<file path="src/rtl/wisc_pkg.sv">
// Shared WISC definitions: opcodes, ALU commands, halt-FSM states and the
// ID/EX control bundle layout.
package wisc_pkg;

   localparam logic [3:0] OP_ADD    = 4'd0;
   localparam logic [3:0] OP_PADDSB = 4'd1;
   localparam logic [3:0] OP_SUB    = 4'd2;
   localparam logic [3:0] OP_NAND   = 4'd3;
   localparam logic [3:0] OP_XOR    = 4'd4;
   localparam logic [3:0] OP_SLL    = 4'd5;
   localparam logic [3:0] OP_SRL    = 4'd6;
   localparam logic [3:0] OP_SRA    = 4'd7;
   localparam logic [3:0] OP_LW     = 4'd8;
   localparam logic [3:0] OP_SW     = 4'd9;
   localparam logic [3:0] OP_LHB    = 4'd10;
   localparam logic [3:0] OP_LLB    = 4'd11;
   localparam logic [3:0] OP_B      = 4'd12;
   localparam logic [3:0] OP_CALL   = 4'd13;
   localparam logic [3:0] OP_RET    = 4'd14;
   localparam logic [3:0] OP_HLT    = 4'd15;

   localparam logic [3:0] ALU_ADD    = 4'b0000;
   localparam logic [3:0] ALU_SUB    = 4'b0001;
   localparam logic [3:0] ALU_PADDSB = 4'b0010;
   localparam logic [3:0] ALU_XOR    = 4'b0100;
   localparam logic [3:0] ALU_NAND   = 4'b1000;
   localparam logic [3:0] ALU_SLL    = 4'b1100;
   localparam logic [3:0] ALU_SRL    = 4'b1110;
   localparam logic [3:0] ALU_SRA    = 4'b1111;

   typedef enum logic [1:0] {
      ST_RUN    = 2'd0,
      ST_DRAIN  = 2'd1,
      ST_HALTED = 2'd2
   } halt_state_e;

   typedef struct packed {
      logic [3:0] alu_cmd;
      logic       alu_src;
      logic       reg_wrt;
      logic       mem_to_reg;
      logic       mem_wrt;
      logic       branch;
      logic       call;
      logic       ret;
      logic       llb;
      logic       lhb;
      logic       set_over;
      logic       set_zero;
   } ctrl_bundle_t;

endpackage

</file>
<file path="src/rtl/ctrl_decode_pipe_if.sv">
// IF/ID -> ID/EX control-stage bus: instruction/hazard inputs and the
// registered control bundle plus halt status.
interface ctrl_decode_pipe_if #(
   parameter int OPC_W     = 4,
   parameter int ALU_CMD_W = 4
);
   logic                 in_valid;
   logic [OPC_W-1:0]     opcode;
   logic                 stall;
   logic                 flush;
   logic                 out_valid;
   logic [ALU_CMD_W-1:0] alu_cmd;
   logic                 alu_src;
   logic                 reg_wrt;
   logic                 mem_to_reg;
   logic                 mem_wrt;
   logic                 branch;
   logic                 call;
   logic                 ret;
   logic                 llb;
   logic                 lhb;
   logic                 set_over;
   logic                 set_zero;
   logic                 fetch_stop;
   logic                 halted;
   logic                 illegal;

   modport master (
      output in_valid, opcode, stall, flush,
      input  out_valid, alu_cmd, alu_src, reg_wrt, mem_to_reg, mem_wrt,
             branch, call, ret, llb, lhb, set_over, set_zero,
             fetch_stop, halted, illegal
   );

   modport slave (
      input  in_valid, opcode, stall, flush,
      output out_valid, alu_cmd, alu_src, reg_wrt, mem_to_reg, mem_wrt,
             branch, call, ret, llb, lhb, set_over, set_zero,
             fetch_stop, halted, illegal
   );
endinterface

</file>
<file path="src/rtl/ctrl_decode_comb.sv">
// Pure combinational opcode decoder: control bundle, illegal flag and HLT
// detect. Illegal opcodes decode to an all-zero bundle.
module ctrl_decode_comb
   import wisc_pkg::*;
#(
   parameter int OPC_W = 4
) (
   input  logic [OPC_W-1:0] opcode_i,
   output ctrl_bundle_t     bundle_o,
   output logic             illegal_o,
   output logic             is_hlt_o
);

   logic       hi_bad;
   logic [3:0] opc_lo;

   assign opc_lo = opcode_i[3:0];

   if (OPC_W > 4) begin : g_wide
      assign hi_bad = |opcode_i[OPC_W-1:4];
   end else begin : g_narrow
      assign hi_bad = 1'b0;
   end

   assign illegal_o = hi_bad;
   assign is_hlt_o  = !hi_bad && (opc_lo == OP_HLT);

   always_comb begin
      bundle_o = '0;
      if (!hi_bad) begin
         case (opc_lo)
            OP_ADD:    begin bundle_o.alu_cmd = ALU_ADD;    bundle_o.reg_wrt = 1'b1;
                             bundle_o.set_over = 1'b1;      bundle_o.set_zero = 1'b1; end
            OP_PADDSB: begin bundle_o.alu_cmd = ALU_PADDSB; bundle_o.reg_wrt = 1'b1; end
            OP_SUB:    begin bundle_o.alu_cmd = ALU_SUB;    bundle_o.reg_wrt = 1'b1;
                             bundle_o.set_over = 1'b1;      bundle_o.set_zero = 1'b1; end
            OP_NAND:   begin bundle_o.alu_cmd = ALU_NAND;   bundle_o.reg_wrt = 1'b1;
                             bundle_o.set_zero = 1'b1; end
            OP_XOR:    begin bundle_o.alu_cmd = ALU_XOR;    bundle_o.reg_wrt = 1'b1;
                             bundle_o.set_zero = 1'b1; end
            OP_SLL:    begin bundle_o.alu_cmd = ALU_SLL;    bundle_o.reg_wrt = 1'b1;
                             bundle_o.set_zero = 1'b1;      bundle_o.alu_src = 1'b1; end
            OP_SRL:    begin bundle_o.alu_cmd = ALU_SRL;    bundle_o.reg_wrt = 1'b1;
                             bundle_o.set_zero = 1'b1;      bundle_o.alu_src = 1'b1; end
            OP_SRA:    begin bundle_o.alu_cmd = ALU_SRA;    bundle_o.reg_wrt = 1'b1;
                             bundle_o.set_zero = 1'b1;      bundle_o.alu_src = 1'b1; end
            OP_LW:     begin bundle_o.reg_wrt = 1'b1; bundle_o.mem_to_reg = 1'b1;
                             bundle_o.alu_src = 1'b1; end
            OP_SW:     begin bundle_o.mem_wrt = 1'b1; bundle_o.mem_to_reg = 1'b1;
                             bundle_o.alu_src = 1'b1; end
            OP_LHB:    begin bundle_o.reg_wrt = 1'b1; bundle_o.alu_src = 1'b1;
                             bundle_o.lhb = 1'b1; end
            OP_LLB:    begin bundle_o.reg_wrt = 1'b1; bundle_o.alu_src = 1'b1;
                             bundle_o.llb = 1'b1; end
            OP_B:      begin bundle_o.branch = 1'b1;  bundle_o.mem_to_reg = 1'b1; end
            OP_CALL:   begin bundle_o.reg_wrt = 1'b1; bundle_o.call = 1'b1; end
            OP_RET:    begin bundle_o.ret = 1'b1;     bundle_o.mem_to_reg = 1'b1; end
            OP_HLT:    begin bundle_o.mem_to_reg = 1'b1; end
         endcase
      end
   end

endmodule

</file>
<file path="src/rtl/ctrl_decode_pipe.sv">
// Registered ID-stage control: decode -> ID/EX bundle with flush/stall/accept
// priority, sticky illegal flag and the RUN/DRAIN/HALTED halt-drain FSM.
module ctrl_decode_pipe
   import wisc_pkg::*;
#(
   parameter int OPC_W     = 4,
   parameter int ALU_CMD_W = 4,
   parameter int DRAIN_CYC = 4
) (
   input  logic         clk,
   input  logic         rst_n,
   ctrl_decode_pipe_if.slave bus
);

   localparam int CNT_W = (DRAIN_CYC > 1) ? $clog2(DRAIN_CYC) : 1;

   ctrl_bundle_t dec_bundle;
   logic         dec_illegal;
   logic         dec_hlt;
   logic         accept;

   halt_state_e  state_q, state_d;
   logic [CNT_W-1:0] cnt_q, cnt_d;
   ctrl_bundle_t bundle_q, bundle_d;
   logic         valid_q, valid_d;
   logic         illegal_q, illegal_d;
   logic         fetch_stop_q, fetch_stop_d;
   logic         halted_q, halted_d;

   ctrl_decode_comb #(
      .OPC_W (OPC_W)
   ) u_dec (
      .opcode_i  (bus.opcode),
      .bundle_o  (dec_bundle),
      .illegal_o (dec_illegal),
      .is_hlt_o  (dec_hlt)
   );

   assign accept = bus.in_valid && !bus.stall && !bus.flush && (state_q == ST_RUN);

   always_comb begin
      bundle_d  = bundle_q;
      valid_d   = valid_q;
      state_d   = state_q;
      cnt_d     = cnt_q;
      illegal_d = illegal_q | (accept & dec_illegal);

      if (bus.flush) begin
         bundle_d = '0;
         valid_d  = 1'b0;
      end else if (!bus.stall) begin
         if (accept && !dec_illegal) begin
            bundle_d = dec_bundle;
            valid_d  = 1'b1;
         end else begin
            bundle_d = '0;
            valid_d  = 1'b0;
         end
      end

      // A flush in DRAIN means an older branch cancelled the halt.
      case (state_q)
         ST_RUN: begin
            if (accept && dec_hlt) begin
               state_d = ST_DRAIN;
               cnt_d   = CNT_W'(DRAIN_CYC - 1);
            end
         end
         ST_DRAIN: begin
            if (bus.flush) begin
               state_d = ST_RUN;
               cnt_d   = '0;
            end else if (!bus.stall) begin
               if (cnt_q == '0) state_d = ST_HALTED;
               else             cnt_d   = cnt_q - 1'b1;
            end
         end
         ST_HALTED: state_d = ST_HALTED;
         default:   state_d = ST_RUN;
      endcase

      fetch_stop_d = (state_d != ST_RUN);
      halted_d     = (state_d == ST_HALTED);
   end

   always_ff @(posedge clk or negedge rst_n) begin
      if (!rst_n) begin
         state_q      <= ST_RUN;
         cnt_q        <= '0;
         bundle_q     <= '0;
         valid_q      <= 1'b0;
         illegal_q    <= 1'b0;
         fetch_stop_q <= 1'b0;
         halted_q     <= 1'b0;
      end else begin
         state_q      <= state_d;
         cnt_q        <= cnt_d;
         bundle_q     <= bundle_d;
         valid_q      <= valid_d;
         illegal_q    <= illegal_d;
         fetch_stop_q <= fetch_stop_d;
         halted_q     <= halted_d;
      end
   end

   assign bus.out_valid  = valid_q;
   assign bus.alu_cmd    = ALU_CMD_W'(bundle_q.alu_cmd);
   assign bus.alu_src    = bundle_q.alu_src;
   assign bus.reg_wrt    = bundle_q.reg_wrt;
   assign bus.mem_to_reg = bundle_q.mem_to_reg;
   assign bus.mem_wrt    = bundle_q.mem_wrt;
   assign bus.branch     = bundle_q.branch;
   assign bus.call       = bundle_q.call;
   assign bus.ret        = bundle_q.ret;
   assign bus.llb        = bundle_q.llb;
   assign bus.lhb        = bundle_q.lhb;
   assign bus.set_over   = bundle_q.set_over;
   assign bus.set_zero   = bundle_q.set_zero;
   assign bus.fetch_stop = fetch_stop_q;
   assign bus.halted     = halted_q;
   assign bus.illegal    = illegal_q;

endmodule
</file>
<file path="src/flat_wrapper.sv">
// flat-port wrapper written by rule: the top's interface ports become plain ports
module ctrl_decode_pipe_flat import wisc_pkg::*;
#(
   parameter int OPC_W     = 4,
   parameter int ALU_CMD_W = 4,
   parameter int DRAIN_CYC = 4
)
  (clk, rst_n, bus_in_valid, bus_opcode, bus_stall, bus_flush, bus_out_valid, bus_alu_cmd, bus_alu_src, bus_reg_wrt, bus_mem_to_reg, bus_mem_wrt, bus_branch, bus_call, bus_ret, bus_llb, bus_lhb, bus_set_over, bus_set_zero, bus_fetch_stop, bus_halted, bus_illegal);
  ctrl_decode_pipe_if #(.OPC_W(OPC_W), .ALU_CMD_W(ALU_CMD_W)) bus_i ();
  input  logic clk;
  input  logic rst_n;
  input wire logic [$bits(bus_i.in_valid)-1:0] bus_in_valid;
  input wire logic [$bits(bus_i.opcode)-1:0] bus_opcode;
  input wire logic [$bits(bus_i.stall)-1:0] bus_stall;
  input wire logic [$bits(bus_i.flush)-1:0] bus_flush;
  output wire logic [$bits(bus_i.out_valid)-1:0] bus_out_valid;
  output wire logic [$bits(bus_i.alu_cmd)-1:0] bus_alu_cmd;
  output wire logic [$bits(bus_i.alu_src)-1:0] bus_alu_src;
  output wire logic [$bits(bus_i.reg_wrt)-1:0] bus_reg_wrt;
  output wire logic [$bits(bus_i.mem_to_reg)-1:0] bus_mem_to_reg;
  output wire logic [$bits(bus_i.mem_wrt)-1:0] bus_mem_wrt;
  output wire logic [$bits(bus_i.branch)-1:0] bus_branch;
  output wire logic [$bits(bus_i.call)-1:0] bus_call;
  output wire logic [$bits(bus_i.ret)-1:0] bus_ret;
  output wire logic [$bits(bus_i.llb)-1:0] bus_llb;
  output wire logic [$bits(bus_i.lhb)-1:0] bus_lhb;
  output wire logic [$bits(bus_i.set_over)-1:0] bus_set_over;
  output wire logic [$bits(bus_i.set_zero)-1:0] bus_set_zero;
  output wire logic [$bits(bus_i.fetch_stop)-1:0] bus_fetch_stop;
  output wire logic [$bits(bus_i.halted)-1:0] bus_halted;
  output wire logic [$bits(bus_i.illegal)-1:0] bus_illegal;
  assign bus_i.in_valid = bus_in_valid;
  assign bus_i.opcode = bus_opcode;
  assign bus_i.stall = bus_stall;
  assign bus_i.flush = bus_flush;
  assign bus_out_valid = bus_i.out_valid;
  assign bus_alu_cmd = bus_i.alu_cmd;
  assign bus_alu_src = bus_i.alu_src;
  assign bus_reg_wrt = bus_i.reg_wrt;
  assign bus_mem_to_reg = bus_i.mem_to_reg;
  assign bus_mem_wrt = bus_i.mem_wrt;
  assign bus_branch = bus_i.branch;
  assign bus_call = bus_i.call;
  assign bus_ret = bus_i.ret;
  assign bus_llb = bus_i.llb;
  assign bus_lhb = bus_i.lhb;
  assign bus_set_over = bus_i.set_over;
  assign bus_set_zero = bus_i.set_zero;
  assign bus_fetch_stop = bus_i.fetch_stop;
  assign bus_halted = bus_i.halted;
  assign bus_illegal = bus_i.illegal;
  ctrl_decode_pipe #(.OPC_W(OPC_W), .ALU_CMD_W(ALU_CMD_W), .DRAIN_CYC(DRAIN_CYC)) u_core (.clk(clk), .rst_n(rst_n), .bus(bus_i));
endmodule
</file>
<file path="config.mk">
export PLATFORM = sky130hd
export DESIGN_NAME = ctrl_decode_pipe_flat
export DESIGN_NICKNAME = d
export VERILOG_FILES = /design/src/rtl/wisc_pkg.sv /design/src/rtl/ctrl_decode_pipe_if.sv /design/src/rtl/ctrl_decode_comb.sv /design/src/rtl/ctrl_decode_pipe.sv /design/src/flat_wrapper.sv
export SDC_FILE = /design/constraint.sdc
export NUM_CORES = 1
export LEC_CHECK = 0
export CAP_MARGIN = 10
export CORE_MARGIN = 1
export CORE_UTILIZATION = 46
export CTS_CLUSTER_SIZE = 16
export DETAILED_ROUTE_END_ITERATION = 10
export PLACE_DENSITY = 0.77
export SLEW_MARGIN = 10
export SYNTH_ARGS = -nofsm -noshare
export SYNTH_HDL_FRONTEND = slang
export SYNTH_SLANG_ARGS = --single-unit
</file>
<file path="constraint.sdc">
create_clock -name clk -period 1.5 [get_ports clk]
set_input_delay 0.225 -clock clk [delete_from_list [all_inputs] [get_ports clk]]
set_output_delay 0.225 -clock clk [all_outputs]
set_load 0.02 [all_outputs]
</file>
### Word-level counts from Yosys, hierarchy flattened

Index checks and enable logic that the tools add are counted.

| storage, ports and cells | value |
|---|---|
| register bits after elaboration | 22 |
| bits in writable memories | 0 |
| bits in read-only memories | 0 |
| memories kept | 0 |
| bits in latches | 0 |

| operators by class | value |
|---|---|
| divide/modulo/power cells | 0 |
| shift operators | 0 |
| muxes and demuxes | 28 |
| bitwise logic cells | 0 |
| order comparisons | 0 |
| multipliers | 0 |
| reduce and logical (&&, ||, !) cells | 17 |
| add/subtract/negate cells | 1 |
| equality and inequality tests | 22 |

Operators by type and width:

| kind | count |
|---|---|
| 15-bit 2-to-1 mux | 3 |
| 4-bit == test (second input constant) | 8 |
| 4-bit case mux with 7 select lines | 1 |
| 4-bit by 3-bit == test with 1-bit output (second input constant) | 4 |
| 2-bit 2-to-1 mux | 8 |
| 1-bit 2-to-1 mux | 14 |
| 7-bit OR reduction | 2 |
| 12-bit OR reduction | 1 |
| 4-bit by 2-bit == test with 1-bit output (second input constant) | 2 |
| 3-bit inequality test (second input constant) | 2 |
| 2-bit case mux with 3 select lines | 1 |
| 5-bit OR reduction | 1 |
| 2-bit == test (second input constant) | 2 |
| 4-bit by 1-bit == test with 1-bit output (second input constant) | 1 |
| 1-bit logical AND | 4 |
| 2-bit zero test | 2 |
| 4-bit zero test | 1 |
| 2-bit case mux with 2 select lines | 1 |
| 4-bit AND reduction | 1 |
| 2-bit nonzero test | 2 |
| 2-bit by 1-bit == test with 1-bit output (second input constant) | 1 |
| 1-bit zero test | 2 |
| 2-bit by 1-bit inequality test with 1-bit output (second input constant) | 1 |
| 2-bit inequality test (second input constant) | 1 |
| 2 further kinds | 2 |

### Longest topological paths before layout

| depth | value |
|---|---|
| depth after elaboration | 8 |
| depth in mapped cells | 5 |

### Modules after synthesis

A second synthesis with hierarchy kept.

| second synthesis, totals | value |
|---|---|
| cell total of the unflattened synthesis | 100 |
| area total of the unflattened synthesis | 1146.1 sq um |

By module, submodules not included:

| module | times used | cells each | area each (sq um) | seq. area each (sq um) |
|---|---|---|---|---|
| ctrl_decode_pipe | 1 | 70 | 950.9 | 575.6 |
| ctrl_decode_comb | 1 | 30 | 195.2 | 0.0 |

### Least setup slack after synthesis

No wires, ideal clock.

| timing path | value |
|---|---|
| kind | reg2reg |
| from | reg u_core.cnt_q[0] |
| to | reg u_core.cnt_q[1] |
| period minus slack after synthesis | 1.296 ns |
| library setup time | 0.087 ns |
| setup slack | 0.204 ns |
| stages on the path, launching flop included | 5 |
| arrival time | 1.209 ns |
| cells stage by stage | dfrtp_1 -> inv_1 -> ha_1 -> or4_1 -> o211ai_1 |

| between the ends | value |
|---|---|
| word-level cells in the longest chain between the ends | 5 |

Ends and longest elaborated chain:

| item | RTL line | source |
|---|---|---|
| from (decl) | ctrl_decode_pipe.sv:23 | `logic [CNT_W-1:0] cnt_q, cnt_d;` |
| from (signal assigned) | ctrl_decode_pipe.sv:97 | `cnt_q <= cnt_d;` |
| 2-bit by 1-bit subtractor with 2-bit output | ctrl_decode_pipe.sv:75 | `else cnt_d = cnt_q - 1'b1;` |
| 2-bit 2-to-1 mux | ctrl_decode_pipe.sv:74 | `if (cnt_q == '0) state_d = ST_HALTED;` |
| 2-bit 2-to-1 mux | ctrl_decode_pipe.sv:73 | `end else if (!bus.stall) begin` |
| 2-bit 2-to-1 mux | ctrl_decode_pipe.sv:70 | `if (bus.flush) begin` |
| 2-bit case mux with 2 select lines | ctrl_decode_pipe.sv:62 | `case (state_q)` |

Several ways; a longest one is shown, not always the timed one. The select of a mux whose other input is x is not followed.
A chain may end at the register's enable or synchronous reset.

### Final worst setup path

| timing path | value |
|---|---|
| from | reg u_core.halted_q (netlist: u_core.bus.halted) |
| to | out bus_halted |

RTL lines:

| item | RTL line | source |
|---|---|---|
| from (decl) | ctrl_decode_pipe.sv:28 | `logic halted_q, halted_d;` |
| from (signal assigned) | ctrl_decode_pipe.sv:102 | `halted_q <= halted_d;` |
| to (decl) | flat_wrapper.sv:30 | `output wire logic [$bits(bus_i.halted)-1:0] bus_halted;` |

No word-level cell between the ends.

==> metrics.md <==
| Metric | Value |
|---|---|
| First-pass detailed-route iteration total | `4` |
| Ant. Diodes | `0` |
| Overflow after GRT | `0` |
| Reg2reg path depth | `4` |
| Worst VDD drop | `0.601 mV` |
| CTS buffer count | `3` |
| Max Clk Rate | `688 MHz` |
| RR Startpoint | `u_core.cnt_q[0]$_DFFE_PN0P_` |
| Final net count | `148` |
| Clk slew on worst S/H paths | `0.12 ns` |
| 1st-iter DRT viols | `14` |
| Port Buf Inserts | `26` |
| Min Tclk post-route | `1.45 ns` |
| Setup Viol. Count Final | `0` |
| Row cnt | `16` |
| GP Congestion | `0.791` |
| Levels on crit path | `1` |
| Cell with the largest stage delay on the worst path | `clkdlybuf4s50_1` |
| Synth area leader | `dfrtp_1` |
| Crit end category | `output pin` |
| Syn nets | `109` |
| Post-synth EDFFs | `0` |
| Reg2Reg Setup Slack | `0.10 ns` |
| Final period utilization | `0.969` |
| RSZ-0062 raised after global routing | `false` |
| Setup ws final | `0.0469 ns` |
| Later-pin clock latency in the skew report | `0.30 ns` |
| Pre-CTS WS | `-0.105 ns` |
| Initial Util | `0.507` |
| Setup CP Type | `reg -> out` |
| Placed Cells | `160` |
| TritonCTS clock tree | `built` |
| Largest net degree at the start of global routing | `23` |
| FFs w/ async S/R, synth | `1.00` |
| Synth-to-Final Area Change | `37.5%` |
| Mapped cell area | `0.00103 mm2` |
| Max reg flops | `4` |
| Clk sinks | `22` |
| Initial antenna violation count | `0` |
| Core area | `0.00204 mm2` |
| Crit path launch | `u_core.bus.halted$_DFF_PN0_` |
| CP max stage delay | `0.59 ns` |
| Worst path top cell family by delay | `buffers and inverters` |
| Synth area leaders | `dfrtp_1 (53%), nand2_1 (5.1%), a32o_1 (3.9%), a22o_1 (3.4%), nand2b_1 (3.0%)` |
| Critical-path cell list | `clkdlybuf4s50_1` |
| Crit Path Max Fanout | `1` |
| Max Slew Vio Count | `0` |
| Setup crit end | `bus_halted` |
| Unique masters post-synth | `32` |
| CP arrival | `1.23 ns` |
| Post-synthesis cell count | `99` |
| Root buf cell | `clkbuf_4` |
| Reg-to-reg critical path endpoint | `u_core.cnt_q[1]$_DFFE_PN0P_` |
| Layout cells sized above 1 | `0.161` |
| Via count | `864` |
| Final Core Density | `0.697` |
| Hold Vio Cnt, Final | `0` |
| Die outline height | `49.4 um` |
| H-tree depth | `1` |
| Vias in the first global route | `879` |
| Max-cap violations | `0` |
| Cell Count, Final, Fillers Out | `164` |
| Fin Clk Skew | `0.00188 ns` |
| Post-CTS Setup Bufs | `0` |
| Most used flip-flop cell after synthesis | `dfrtp_1` |
| Drt via density | `5.27` |
| Status | `completed` |
| I/O pin count | `28` |
| Antenna Violating Nets Remaining | `0` |
| Startpoint Class | `flop` |
| CP required | `1.27 ns` |
| Seq/Total Area, Yosys | `0.532` |
| Gr usage total | `0.202` |
| Hold buffers post-CTS | `0` |
| Routed wire length | `2070 um` |
| CP bufs+invs | `1` |
| Routed wire length per instance | `12.6 um` |
| Avg Cell Area, Syn | `10.5 um2` |
| Die Footprint | `0.00244 mm2` |
| Top-count cell post-synth | `dfrtp_1` |
| Dpl hpwl | `1560 um` |
| Yosys synthesis warning count | `0` |
| First-pass GRT wire length | `3780 um` |
| Hold Path Class | `in -> async` |
| Power Dens Cells | `737 mW/mm2` |
| Top-area cell type share of the netlist area | `0.532` |
| Leakage | `0.721 nW` |
| Top cells by count, synth | `dfrtp_1 (22), nand2_1 (14), buf_2 (6), o21ai_1 (6), nand2b_1 (5)` |
| # DRC | `0` |
| #FFs+latches synth | `22` |
| Die X | `49.4 um` |
| Clk buf depth | `2` |
stage by stage:
| step | instance area (um2) | hold WS, ns | setup TNS (ns) | total power (W) |
|---|---|---|---|---|
| detailed placement | 1400 | 0.464 | -0.668 | 0.000740 |
| global placement | 1400 | 0.461 | -0.368 | 0.000737 |
| CTS | 1420 | 0.254 | 0 | 0.00106 |
| global route | 1420 | 0.272 | 0 | 0.00110 |
| finish | 1420 | 0.255 | 0 | 0.00105 |
| floorplan | 1030 | -0.0706 | 0 | 0.000669 |
how the worst min path moves through the flow:
| stage | from | to | slack [ns] |
|---|---|---|---|
| 6_report | rst_n | u_core.bus.call$_DFFE_PN0P_ | 0.26 |
| 5_1_grt | rst_n | u_core.bus.alu_cmd[1]$_DFFE_PN0P_ | 0.27 |
| 4_1_cts | rst_n | u_core.bus.call$_DFFE_PN0P_ | 0.25 |
| 3_5_place_dp | u_core.bus.out_valid$_DFFE_PN0P_ | u_core.bus.out_valid$_DFFE_PN0P_ | 0.46 |
| 3_3_place_gp | u_core.bus.out_valid$_DFFE_PN0P_ | u_core.bus.out_valid$_DFFE_PN0P_ | 0.46 |
| 2_1_floorplan | rst_n | u_core.bus.alu_cmd[0]$_DFFE_PN0P_ | -0.07 |
repair_timing:
action,in CTS,in global routing
gates resized for setup,16,1
pin swaps,0,0
setup endpoints to repair,16,1
cloned,0,0
where the power goes:
group          switching (W)  total, W  internal, W
clock network       0.000173  0.000321     0.000148
registers         0.00000271  0.000600     0.000597
logic              0.0000676  0.000129    0.0000611
cells in the final DEF (no fill, tap or decap), drive strengths merged, types with 2 or more instances in the layout:
cell type and n:
a22o 4, a32o 4, and3 2, buf 15
clkbuf 4, clkdlybuf4s50 9, dfrtp 22, dlygate4sd2 16
inv 3, nand2 14, nand2b 6, nor2 2
nor2b 3, nor3b 2, o211ai 2, o21ai 9
o31ai 3, o41ai 2
routing by layer:
| metal | global-route usage | vias to the layer above | wire, um |
|---|---|---|---|
| li1 | - | 433 | - |
| met1 | 0.270 | 411 | 993 |
| met2 | 0.324 | 18 | 992 |
| met3 | 0.0280 | 2 | 69 |
| met4 | 0.0905 | 0 | 14 |
| met5 | 0 | - | 0 |
cell families (layout without fill, tap and decap cells):
family / count (synthesis) / in the layout / share of synthesized area
fa+ha+maj: 1 / 1 / 0.0121
simple gates: 36 / 36 / 0.197
flops: 22 / 22 / 0.532
compound gates: 27 / 27 / 0.190
mux: 1 / 1 / 0.00967
other cells: 1 / 1 / 0.00362
buf+inv: 10 / 48 / 0.0472
xor+xnor: 1 / 1 / 0.00847
area by class of cell:
cell class | count | area [um2]
Fill cell | 168 | 619
Tap cell | 27 | 33.8
Clock buffer | 4 | 36.3
Inverter | 3 | 11.3
Timing Repair Buffer | 41 | 355
Multi-Input combinational cell | 67 | 435
Sequential cell | 22 | 551
Note: power is estimated with default switching activity, not from simulation.
